--- config.mk ---
export PLATFORM = sky130hd
export DESIGN_NAME = fetch_stage
export DESIGN_NICKNAME = d
export VERILOG_FILES = /design/src/rtl/fetch_stage.sv
export SDC_FILE = /design/constraint.sdc
export NUM_CORES = 1
export LEC_CHECK = 0
export ABC_CLOCK_PERIOD_IN_PS = 2510
export CORE_MARGIN = 4
export CORE_UTILIZATION = 64
export CTS_CLUSTER_SIZE = 30
export DETAILED_ROUTE_END_ITERATION = 8
export DONT_BUFFER_PORTS = 1
export PLACE_DENSITY = 0.8
export REMOVE_ABC_BUFFERS = 1
export SLEW_MARGIN = 20
export SYNTH_ARGS = -nofsm -noshare
export SYNTH_HDL_FRONTEND = slang
export SYNTH_SLANG_ARGS = --single-unit
--- constraint.sdc ---
create_clock -name CLK -period 2.51 [get_ports CLK]
set_input_delay 0.3765 -clock CLK [delete_from_list [all_inputs] [get_ports CLK]]
set_output_delay 0.3765 -clock CLK [all_outputs]
set_load 0.005 [all_outputs]
--- src/rtl/fetch_stage.sv ---
// Fetch stage: PC register, instruction read request, one-entry skid buffer
// and the fetch/decode pipeline latch, governed by a FETCH/HOLD/HALTED FSM.
module fetch_stage #(
    parameter logic [31:0] PC_INIT = 32'h0000_0000
) (
    input  logic        CLK,
    input  logic        nRST,
    input  logic        ihit,
    input  logic [31:0] iload,
    input  logic        stallFD,
    input  logic        flushFD,
    input  logic        redirect,
    input  logic [31:0] redirect_pc,
    input  logic        halt,
    output logic        imemREN,
    output logic [31:0] imemaddr,
    output logic [31:0] FDinst,
    output logic [31:0] FDnpc,
    output logic        FDvalid
);

    typedef enum logic [1:0] {
        FETCH  = 2'd0,
        HOLD   = 2'd1,
        HALTED = 2'd2
    } state_t;

    state_t      state_q, state_d;
    logic [31:0] pc_q, pc_d;
    logic [31:0] fd_inst_q, fd_inst_d;
    logic [31:0] fd_npc_q, fd_npc_d;
    logic        fd_valid_q, fd_valid_d;
    logic [31:0] skid_inst_q, skid_inst_d;
    logic [31:0] skid_npc_q, skid_npc_d;
    logic        skid_valid_q, skid_valid_d;
    logic [31:0] pc_plus4;

    // Sequential PC increment wraps modulo 2^32 with no carry out.
    assign pc_plus4 = pc_q + 32'd4;

    // Next-state decision in priority order: halt, redirect, flush, stall, ihit.
    always_comb begin
        state_d      = state_q;
        pc_d         = pc_q;
        fd_inst_d    = fd_inst_q;
        fd_npc_d     = fd_npc_q;
        fd_valid_d   = fd_valid_q;
        skid_inst_d  = skid_inst_q;
        skid_npc_d   = skid_npc_q;
        skid_valid_d = skid_valid_q;

        if (halt) begin
            state_d      = HALTED;
            fd_inst_d    = 32'd0;
            fd_npc_d     = 32'd0;
            fd_valid_d   = 1'b0;
            skid_valid_d = 1'b0;
        end else if (state_q == HALTED) begin
            state_d = HALTED;
        end else if (redirect) begin
            state_d      = FETCH;
            pc_d         = redirect_pc;
            fd_inst_d    = 32'd0;
            fd_npc_d     = 32'd0;
            fd_valid_d   = 1'b0;
            skid_valid_d = 1'b0;
        end else if (flushFD) begin
            state_d      = FETCH;
            fd_inst_d    = 32'd0;
            fd_npc_d     = 32'd0;
            fd_valid_d   = 1'b0;
            skid_valid_d = 1'b0;
            if (state_q == FETCH && ihit) begin
                pc_d = pc_plus4;
            end
        end else if (state_q == HOLD) begin
            if (!stallFD) begin
                state_d      = FETCH;
                fd_inst_d    = skid_inst_q;
                fd_npc_d     = skid_npc_q;
                fd_valid_d   = skid_valid_q;
                skid_valid_d = 1'b0;
            end
        end else begin
            if (ihit) begin
                pc_d = pc_plus4;
                if (stallFD) begin
                    state_d      = HOLD;
                    skid_inst_d  = iload;
                    skid_npc_d   = pc_plus4;
                    skid_valid_d = 1'b1;
                end else begin
                    fd_inst_d  = iload;
                    fd_npc_d   = pc_plus4;
                    fd_valid_d = 1'b1;
                end
            end else if (!stallFD) begin
                fd_inst_d  = 32'd0;
                fd_npc_d   = 32'd0;
                fd_valid_d = 1'b0;
            end
        end
    end

    // State, PC, latch and skid registers; reset restarts fetch at PC_INIT.
    always_ff @(posedge CLK or negedge nRST) begin
        if (!nRST) begin
            state_q      <= FETCH;
            pc_q         <= PC_INIT;
            fd_inst_q    <= 32'd0;
            fd_npc_q     <= 32'd0;
            fd_valid_q   <= 1'b0;
            skid_inst_q  <= 32'd0;
            skid_npc_q   <= 32'd0;
            skid_valid_q <= 1'b0;
        end else begin
            state_q      <= state_d;
            pc_q         <= pc_d;
            fd_inst_q    <= fd_inst_d;
            fd_npc_q     <= fd_npc_d;
            fd_valid_q   <= fd_valid_d;
            skid_inst_q  <= skid_inst_d;
            skid_npc_q   <= skid_npc_d;
            skid_valid_q <= skid_valid_d;
        end
    end

    // Read request comes straight from the state register only.
    assign imemREN  = (state_q == FETCH);
    assign imemaddr = pc_q;
    assign FDinst   = fd_inst_q;
    assign FDnpc    = fd_npc_q;
    assign FDvalid  = fd_valid_q;

endmodule

# After elaboration in Yosys (flattened, before gate mapping)
# Index checks and enable logic that the tools add are counted.
# op_classes
n_addsub,1
eq_ne,8
muxes,46
bitwise,5
n_reduce_logical,12
# ops
cell,count
$mux 32,22
$add 32x3->32 const B,1
$mux 1,16
$mux 2,8
$reduce_bool 6->1,2
$reduce_bool 5->1,2
$reduce_and 7->1,1
$ne 6x6->1 const B,1
$ne 5x5->1 const B,1
$not 1->1,5
$reduce_and 5->1,1
$ne 4x1->1 const B,1
$reduce_and 4->1,1
$ne 3x1->1 const B,1
$ne 3x3->1 const B,1
$reduce_and 3->1,1
$reduce_bool 3->1,1
$eq 2x1->1 const B,1
$eq 2x2->1 const B,1
$logic_not 2->1,1
$ne 2x2->1 const B,1
$reduce_and 2->1,1
$logic_and 1x1->1,1
# word_totals
reg_bits,164
inputBits,71
word_cells,80

# Depth between registers and ports, before layout
# logic_depth
word_depth,8
mapped_depth,10
ltp_nobuf,7

# Least setup slack after synthesis
# OpenSTA, ideal clock, no wires.
# synth_timing
kind,register -> register
startpoint,reg state_q[0]
endpoint,reg fd_inst_q[1] (netlist: FDinst[1])
arrival_time_ns,1.778
required_ns,2.375
path_slack_ns,0.597
stages_incl_launch_ff,8
path_buffers,2
synth_period_minus_slack_ns,1.913
cell_sequence,dfrtp_1 -> inv_1 -> ha_1 -> nor2b_1 -> a21o_1 -> clkbuf_1 -> clkbuf_1 -> o31ai_1
# synth_via
elab_chain_len,6
elab_cells_between_ends,9
classes_between,eq/ne: 3; mux: 5; reduce/logical: 1
# synth_lines
element,line_no,source
"start, declared",28,"state_t state_q, state_d;"
"start signal, assigned",117,state_q <= state_d;
$eq 2x1->1,76,end else if (state_q == HOLD) begin
$mux 32,76,
$mux 32,67,end else if (flushFD) begin
$mux 32,60,end else if (redirect) begin
$mux 32,58,end else if (state_q == HALTED) begin
$mux 32,52,if (halt) begin
"end signal, assigned",119,fd_inst_q <= fd_inst_d;
"end, declared",30,"logic [31:0] fd_inst_q, fd_inst_d;"
# Several ways; a longest one is shown, not always the timed one. The select of a mux whose other input is x is not followed.
# A chain may end at the register's enable or synchronous reset.

# Worst setup path after layout
# layout_timing
startpoint,reg pc_q[3] (netlist: imemaddr[3])
endpoint,reg pc_q[26] (netlist: imemaddr[26])
# layout_via
elab_chain_len,5
elab_cells_between_ends,6
classes_between,add/sub: 1; mux: 5
# layout_lines
element,line_no,source
"start, declared",29,"logic [31:0] pc_q, pc_d;"
"start signal, assigned",118,pc_q <= pc_d;
$add 32x3->32 (*),39,assign pc_plus4 = pc_q + 32'd4;
$mux 32,85,if (ihit) begin
$mux 32,76,
$mux 32 (*),67,
$mux 32 (*),60,
# Every way passes the cells marked *; elsewhere a longest branch is shown, timed or not. The select of a mux whose other input is x is not followed.

==> summary.md <==
| Metric | Value |
|---|---|
| Main synth FF type | dfrtp_1 |
| P&R area growth vs syn | 8.17% |
| Synthesis-stage register bit count | 164 |
| CTS H-tree lvls | 4 |
| Worst slew pin tran | 640 ps |
| ANT nets after route | 0 |
| Worst-path maximum fanout | 7 |
| Die height | 120 um |
| Final Hold Viols | 164 |
| Clock share of power | 0.419 |
| Clk sinks | 164 |
| Failing checks | negative hold slack |
| Total congestion overflow | 0 |
| Slowest stage delay, CP | 450 ps |
| Port bufs | 0 |
| FFs w/ async S/R, synth | 1.00 |
| Most common cell after layout, fill and taps aside | dfrtp_1 |
| CTS tree | done |
| Power Dens Cells | 701 nW/um^2 |
| Detail Placement HPWL | 12900 um |
| CP startpoint kind | register |
| DR pass1 iterations | 5 |
| Clock Path Buffers | 2 |
| # DRC | 0 |
| Final min period | 2150 ps |
| Yosys top cell by area | dfrtp_1 |
| Syn_area_per_cell | 10.6 um^2 |
| Setup bufs post-CTS | 0 |
| Sequential area share after synthesis | 0.512 |
| Number of synthesized flops with an enable pin | 0 |
| Post-Layout Inst Area | 8670 um^2 |
| Switch Pwr | 1.52 mW |
| DR vias | 5963 |
| Fin. max-slew vios | 0 |
| Total CTS buffers | 17 |
| Final setup violating endpoints | 0 |
| Hold Slack | -346 ps |
| Mean routed wirelength per cell | 21.5 um |
| Combinational fraction of design power | 0.084 |
| Row Count | 40 |
| Fin util | 0.716 |
| Post-DR vias/cell | 6.54 |
| Max cap viols | 0 |
| Worst-Skew Late Latency | 420 ps |
| Final WS setup | 362 ps |
| Skew final | 6.54 ps |
| Nets | 806 |
| Die area | 14400 um^2 |
| Seq pwr share | 0.497 |
| DP Worst Slack | 405 ps |
| Slew Limit Headroom | 0.573 |
| Overall routing resource usage | 0.282 |
| Commonest cells after routing, fill and taps aside | 164 x dfrtp_1, 99 x nand2_1, 70 x o21ai_0 |
| Max VDD drop | 656 uV |
| Initial drt markers | 594 |
| CP Capture Type | register |
| Total power | 6.07 mW |
| Worst-path cell chain | ha_1 -> nand2_1 -> nor4_4 -> and3_1 -> a31oi_1 -> o22a_1 |
| Synth area leaders | dfrtp_1 51%, mux2_4 6.0%, a22oi_1 5.6% |
| Initial antenna violation count | 1 |
| CTS clock-pin slew for the worst setup and hold paths | 60 ps |
| Fmax | 465 MHz |
| Pin count of the biggest net entering global routing | 165 |
| Worst hold path type | input pin to asynchronous set/reset pin |
| YS warnings | 0 |
| Initial Util | 0.662 |
| Post-Syn Area | 8010 um^2 |
| CP Class | register to register |
| Total wire length | 19600 um |
| Tcrit/Tclk final | 0.856 |
| DP Area | 8080 um^2 |
| Required time of the critical path | 2820 ps |
| First-pass GRT wire length | 32100 um |
| Status | finished, violations left |
| Die X | 120 um |
| Post-synth top area share | 0.512 |
| Arr. time, crit path | 2460 ps |
| Mapped Cells | 757 |
| Placeable Area | 12100 um^2 |
| P_leak | 3.91 nW |
| # IOs | 169 |
| Vias in the first global route | 6052 |
| RSZ-0062 raised after global routing | no |
| Placer's final routability congestion estimate | 0.840 |
| Design internal power | 4.55 mW |
| Switching share of power | 0.251 |
| Layout cell share with drive strength beyond 1 | 0.144 |
| CP max stage cell | dfrtp_1 |
| Post-cts resize count | 0 |
| Count of different cell masters after synthesis | 55 |
| Clock root cell | clkbuf_16 |
==> flip-flops by register name, indices dropped and copies added (netlist names) <==
register	flops
state_q	2
skid_valid_q	1
FDvalid	1
FDnpc	32
skid_inst_q	32
imemaddr	32
FDinst	32
skid_npc_q	32
==> power groups by stage <==
stage | Combinational (mW) | Clock (mW) | Sequential, mW
2_1_floorplan | 0.362 | 0 | 3.01
3_3_place_gp | 0.487 | 0 | 3.05
3_5_place_dp | 0.506 | 0 | 3.06
4_1_cts | 0.513 | 2.58 | 3.02
5_1_grt | 0.573 | 2.70 | 3.04
6_report | 0.513 | 2.54 | 3.02
==> cell usage after synthesis, types with 3 or more instances <==
cell type  count
ha_1           5
a22oi_1       60
nand3_1       14
dfrtp_1      164
xor2_1        11
o21ai_1        8
a221oi_1       4
nor3_1        13
and3_1        15
o31ai_1       37
a2bb2oi_1      4
clkbuf_1      40
nor3_4         5
a22o_1         3
buf_2         13
xnor2_1       17
o22a_1         4
buf_4          4
nor2_1        17
o22ai_1        9
mux2_2         5
a41o_1         5
buf_6          6
mux2_4        32
a31oi_1        6
a21oi_1       30
inv_1          5
nand4_1        6
o21a_1         5
nor2b_1        3
o21ai_0       70
nand2_1       99
and2_1         4
nand2b_1       3
==> per-layer routing <==
metal	track usage	vias to the layer above	wire [um]
li1	-	2704	-
met1	0.344	2974	7530
met4	0.0809	2	273
met5	0	-	13
met2	0.464	250	9760
met3	0.117	33	2040
==> kinds of logic (layout without fill, tap and decap cells) <==
| group | count (synthesis) | count (layout) | synth area share |
|---|---|---|---|
| multiplexers | 39 | 39 | 0.0695 |
| flip-flops | 164 | 164 | 0.512 |
| AND/OR/NAND/NOR | 198 | 198 | 0.132 |
| other | 0 | 1 | 0 |
| buffers and inverters | 71 | 57 | 0.0428 |
| AO/OA/AOI/OAI | 252 | 252 | 0.205 |
| XOR/XNOR | 28 | 28 | 0.0306 |
| adder cells (fa/ha/maj) | 5 | 5 | 0.00781 |
==> path summary, 6_finish.rpt <==
check,from,endpoint,slack [ps],cells after the start
max in group asynchronous,nRST,imemaddr[23]$_DFFE_PN0P_,2630,0
min in group CLK,iload[5],skid_inst_q[5]$_DFFE_PN0P_,100,1
setup reg to reg,imemaddr[3]$_DFFE_PN0P_,imemaddr[26]$_DFFE_PN0P_,360,6
hold reg to reg,skid_npc_q[23]$_DFFE_PN0P_,skid_npc_q[23]$_DFFE_PN0P_,480,2
hold / removal,nRST,FDinst[22]$_DFFE_PN0P_,-350,0
setup / recovery,imemaddr[3]$_DFFE_PN0P_,imemaddr[26]$_DFFE_PN0P_,360,6
==> metrics by stage <==
step / hold WS, ps / TNS (ps) / instances
3_5_place_dp: 84.9 / 0 / 879
5_1_grt: -378 / 0 / 911
3_3_place_gp: 84.9 / 0 / 879
2_1_floorplan: 80.9 / -184340 / 692
4_1_cts: -366 / 0 / 911
6_report: -346 / 0 / 912
==> worst max-delay path: cells and delay by family (launching register included) <==
family | cells | cell delay, ps
adder cells (fa/ha/maj) | 1 | 330
flip-flops | 1 | 450
AND/OR/NAND/NOR | 3 | 950
AO/OA/AOI/OAI | 2 | 300
==> final cells by class <==
cell class                      count  area [um^2]
Multi-Input combinational cell    522         3590
Antenna cell                        1         2.50
Clock buffer                       23          478
Tap cell                          168          210
Fill cell                         911         3440
Timing Repair Buffer               19          155
Sequential cell                   164         4100
Clock inverter                      9          103
Inverter                            6         22.5
No activity file was read; power rests on OpenSTA's default activity.
==> patch 1: new RTL, same settings <==
Reset style: synchronous (`nRST`), changed in one clocked block.
--- a/src/rtl/fetch_stage.sv
+++ b/src/rtl/fetch_stage.sv
@@ -105,3 +105,3 @@
     // State, PC, latch and skid registers; reset restarts fetch at PC_INIT.
-    always_ff @(posedge CLK or negedge nRST) begin
+    always_ff @(posedge CLK) begin
         if (!nRST) begin
Check against the original RTL: not equivalent (Yosys sat finds a counterexample within 4 cycles, from zero or initial values and one cycle with nRST low; the reset may be asserted at any time).
==> patch 1 against the unedited design <==
  * Sequential share of layout area is 8.1 points lower
  * Area after synthesis decreased by 5.0%
  * Synthesized cell count increased by 29%
  * Worst hold slack improved by 0.42 ns
  * Count of clock-buffer cells in the layout shrank 1
  * Power decreased by 4.5%
  * Cell area shrank 3.5%
  * Sequential power is 10% lower
  * Routed wire length grew 7.1%
  * Sequential cell count did not move
  * Setup slack worse by 0.22 ns
  * Via count grew 21%
  * Non-clock buffer count up 15
  * Critical endpoint is now imemaddr[26]
  * Largest cell class is now multi-input combinational cells
==> patch 1: results (changes against the unedited design) <==
clock_cell_area_share_pct: 7.28  # was 6.70%
p_switching_mw: 1.32  # was 1.52 mW
power_density_mw_per_mm2: 693  # was 701 mW/mm²
nMultiInputCombCells: 718  # was 522
vdd_drop_max_mv: 0.460  # was 0.656 mV
skew_ns: 0.0148  # was 0.00654 ns
gp_congestion: 0.879  # was 0.840
cp_slowest_stage_delay_ns: 0.56  # was 0.45 ns
synth-seq-area-share_pct: 43.1  # was 51.2%
ys_top_cells_by_count: "nand2_1, dfxtp_1, o21ai_0"  # was dfrtp_1, nand2_1, o21ai_0
n_clock_buffer: 22  # was 23
crit_fanout: 9  # was 7
routed_via_density: 6.54  # about the same
wl_per_cell_um: 19.1  # was 21.5 µm
drt-met1-wl_um: 8210  # was 7530 µm
placed_cells: 1066  # was 879
dr_wl_met2_um: 9820  # was 9760 µm
leakagePower_nw: 2.77  # was 3.91 nW
multi_input_area_mm2: 0.00399  # was 0.00359 mm²
synth_area_leaders: "dfxtp_1, nand2_1, a22oi_1"  # was dfrtp_1, mux2_4, a22oi_1
path_delay_family: "simple AND/OR/NAND/NOR gates"  # unchanged
drt_iter0_markers: 732  # was 594
nNonClkInverters: 7  # was 6
async_reset_ff_share_pct: 0  # was 100%
grt_pass1_vias: 6682  # was 6,052
place_ws_ns: 0.183  # was 0.405 ns
top_layer: "met4"  # was met5
comb_power_share_pct: 6.9  # was 8.4%
grtUsageTotal_pct: 30.7  # was 28.2%
placed_area_mm2: 0.00775  # was 0.00808 mm²
syn_inst: 974  # was 757
grt_pass1_wl_um: 33400  # was 32,100 µm
path_clk_slew_ns: 0.06  # about the same
utilization_pct: 72.6  # was 71.6%
wl_met3_um: 2390  # was 2040 µm
r2r-start: "state_q[0]"  # was imemaddr[3]
worstPathArrival_ns: 2.73  # was 2.46 ns
n_sequential_cell: 164  # unchanged
grt_util_met3_pct: 11.1  # was 11.7%
seqPwrFrac_pct: 46.7  # was 49.7%
hp-class: "in2reg"  # was in2async
buf_share_pct: 3.35  # was 1.79%
nets: 1018  # was 806
worst_slew_pin_slew_ns: 0.867  # was 0.640 ns
ys_types: 60  # was 55
outcome: "finished clean"  # was complete, but fails checks
use_met2_pct: 49.5  # was 46.4%
vias: 7189  # was 5,963
sh_seq_area_pct: 39.2  # was 47.4%
cp-startpoint: "state_q[0]"  # was imemaddr[3]
drive_gt1_share_pct: 8.27  # was 14.4%
seq_area_mm2: 0.00328  # was 0.00410 mm²
met1_usage_pct: 36.6  # was 34.4%
grt_max_degree: 67  # was 165
dp_hpwl_um: 14200  # was 12,900 µm
n_all_buffers: 34  # was 19
patch 1: changes by cell type in the layout (fill, tap and decap cells not counted), moves of 14 or more:
cell / unedited run / this run
a21oi_1: 30 / 83
buf_4: 18 / 32
dfrtp_1: 164 / 0
dfxtp_1: 0 / 164
mux2_4: 32 / 0
nand2_1: 99 / 180
nor2_1: 17 / 85
o21ai_0: 70 / 90
o31ai_1: 37 / 4
patch 1: worst paths after layout:
check                         to  slack (ns)
hold / removal    skid_npc_q[24]        0.07
setup / recovery    imemaddr[26]        0.14
setup reg to reg    imemaddr[26]        0.14
hold reg to reg   skid_inst_q[2]        0.45
patch 1: kinds of logic (layout without fill, tap and decap cells):
group | Yosys count | after routing | share of synthesized area (%)
mux | 3 | 3 | 0.394
buf+inv | 92 | 73 | 4.88
other cells | 0 | 1 | 0
xor+xnor | 28 | 28 | 3.22
simple gates | 361 | 361 | 21.5
compound gates | 321 | 321 | 26.1
flops | 164 | 164 | 43.1
fa+ha+maj | 5 | 5 | 0.822
==> patch 2: new RTL, same settings <==
Without the edit above. Re-encode `state_t` (3 states) as one-hot, 3 bits wide.
--- a/src/rtl/fetch_stage.sv
+++ b/src/rtl/fetch_stage.sv
@@ -21,6 +21,6 @@
 
-    typedef enum logic [1:0] {
-        FETCH  = 2'd0,
-        HOLD   = 2'd1,
-        HALTED = 2'd2
+    typedef enum logic [2:0] {
+        FETCH  = 3'b001,
+        HOLD   = 3'b010,
+        HALTED = 3'b100
     } state_t;
Check against the original RTL: same outputs for any inputs over 4 cycles, from zero or initial values and one cycle with nRST low; so few cycles prove little.
==> patch 2 against the unedited design <==
  * The flow still finishes with violations (hold timing)
  * Non-clock buffer count up 4
  * Synthesized cell count increased by 4.8%
  * Sequential cell count is 1 higher
  * Setup slack got worse by 0.14 ns
  * Cell area grew 0.13%
  * Combinational power is 48% higher
  * Power is 11% higher
  * Worst hold slack got worse by 0.0096 ns
  * Count of clock-buffer cells in the layout increased by 1
  * Routed wire length grew 1.0%
  * Area after synthesis shrank 0.59%
  * Critical endpoint is now imemaddr[31]
  * Largest power group unchanged
==> patch 2: results (changes against the unedited design) <==
nets: 842  # was 806
skew_ns: 0.00645  # was 0.00654 ns
hold_viol_final: 165  # was 164
synth_area_leaders: "dfrtp_1, o21ai_0, mux2_2"  # was dfrtp_1, mux2_4, a22oi_1
holdWs_ns: -0.355  # was -0.346 ns
wl_um: 19800  # was 19,600 µm
crit_fanout: 9  # was 7
cp_slowest_stage_delay_ns: 0.60  # was 0.45 ns
grt_pass1_vias: 6161  # was 6,052
vdd_drop_max_mv: 0.557  # was 0.656 mV
gp_congestion: 0.857  # was 0.840
drive_gt1_share_pct: 15.6  # was 14.4%
dp_hpwl_um: 13000  # was 12,900 µm
drt_iter0_markers: 523  # was 594
antenna_found_initial: 0  # was 1
violations: "hold timing"  # unchanged
routed_via_density: 6.48  # was 6.54
outcome: "complete, but fails checks"  # unchanged
synth-seq-area-share_pct: 51.9  # was 51.2%
worstPathArrival_ns: 2.61  # was 2.46 ns
slowest_stage: "nor4_4"  # was dfrtp_1
multi_input_area_mm2: 0.00351  # was 0.00359 mm²
num-fill-cells: 899  # was 911
r2r_slack_ns: 0.22  # was 0.36 ns
ys_top_cells_by_count: "dfrtp_1, nand2_1, o21ai_0"  # unchanged
leakagePower_nw: 3.84  # was 3.91 nW
## patch 2: changes by cell type in the layout (fill, tap and decap cells not counted), moves of 8 or more
cell     unedited run  this run
nor2_1             17        32
mux2_2              5        36
o21ai_1             8        16
a21oi_1            30        57
o22ai_2             0        13
and3_1             15        42
o21ai_0            70        87
mux2_4             32         0
o31ai_1            37         0
a22oi_1            60        27
## patch 2: cell families (layout without fill, tap and decap cells)
logic type               count (synthesis)  in the layout  share of synthesized area, %
AO/OA/AOI/OAI                          250            250                          19.7
AND/OR/NAND/NOR                        239            239                          15.6
buffers and inverters                   72             62                          4.27
XOR/XNOR                                28             28                          3.08
flip-flops                             165            165                          51.9
adder cells (fa/ha/maj)                  1              1                         0.157
multiplexers                            38             38                          5.34
## patch 2: stage by stage
step           hold WS [ns]  setup slack [ns]  std cells  total power [mW]  instance area (µm²)
2_1_floorplan        0.0809             -1.87        728              3.86                 7650
6_report             -0.355             0.224        951              6.75                 8680
3_5_place_dp         0.0846             0.285        919              4.15                 8070
3_3_place_gp         0.0845             0.348        919              4.09                 8070
5_1_grt              -0.377            0.0910        951              7.06                 8680
4_1_cts              -0.368             0.232        951              6.78                 8670
## patch 2: power breakdown
| part | total [mW] | internal (mW) | switching, mW |
|---|---|---|---|
| Combinational | 0.760 | 0.366 | 0.394 |
| Sequential | 3.36 | 2.92 | 0.440 |
| Clock | 2.63 | 1.62 | 1.02 |
| Total | 6.75 | 4.90 | 1.85 |
## patch 2: path summary, 6_finish.rpt
check / startpoint / endpoint
min: nRST / FDinst[3]
min reg2reg: skid_npc_q[23] / skid_npc_q[23]
max reg2reg: imemaddr[4] / imemaddr[31]
min in group CLK: halt / FDnpc[29]
max in group asynchronous: nRST / state_q[0]
max: imemaddr[4] / imemaddr[31]
## patch 2: area by class of cell
class	instances	share of cell area, %
Multi-Input combinational cell	556	40.4
Inverter	7	0.303
Clock inverter	8	1.10
Clock buffer	24	5.90
Sequential cell	165	47.6
Timing Repair Buffer	23	2.28
Tap cell	168	2.42
## patch 2: metal layers
metal | track usage, % | wire, µm
met1 | 34.8 | 7910
met2 | 45.0 | 9570
met3 | 10.6 | 2070
met4 | 10.2 | 290
met5 | 0 | 0
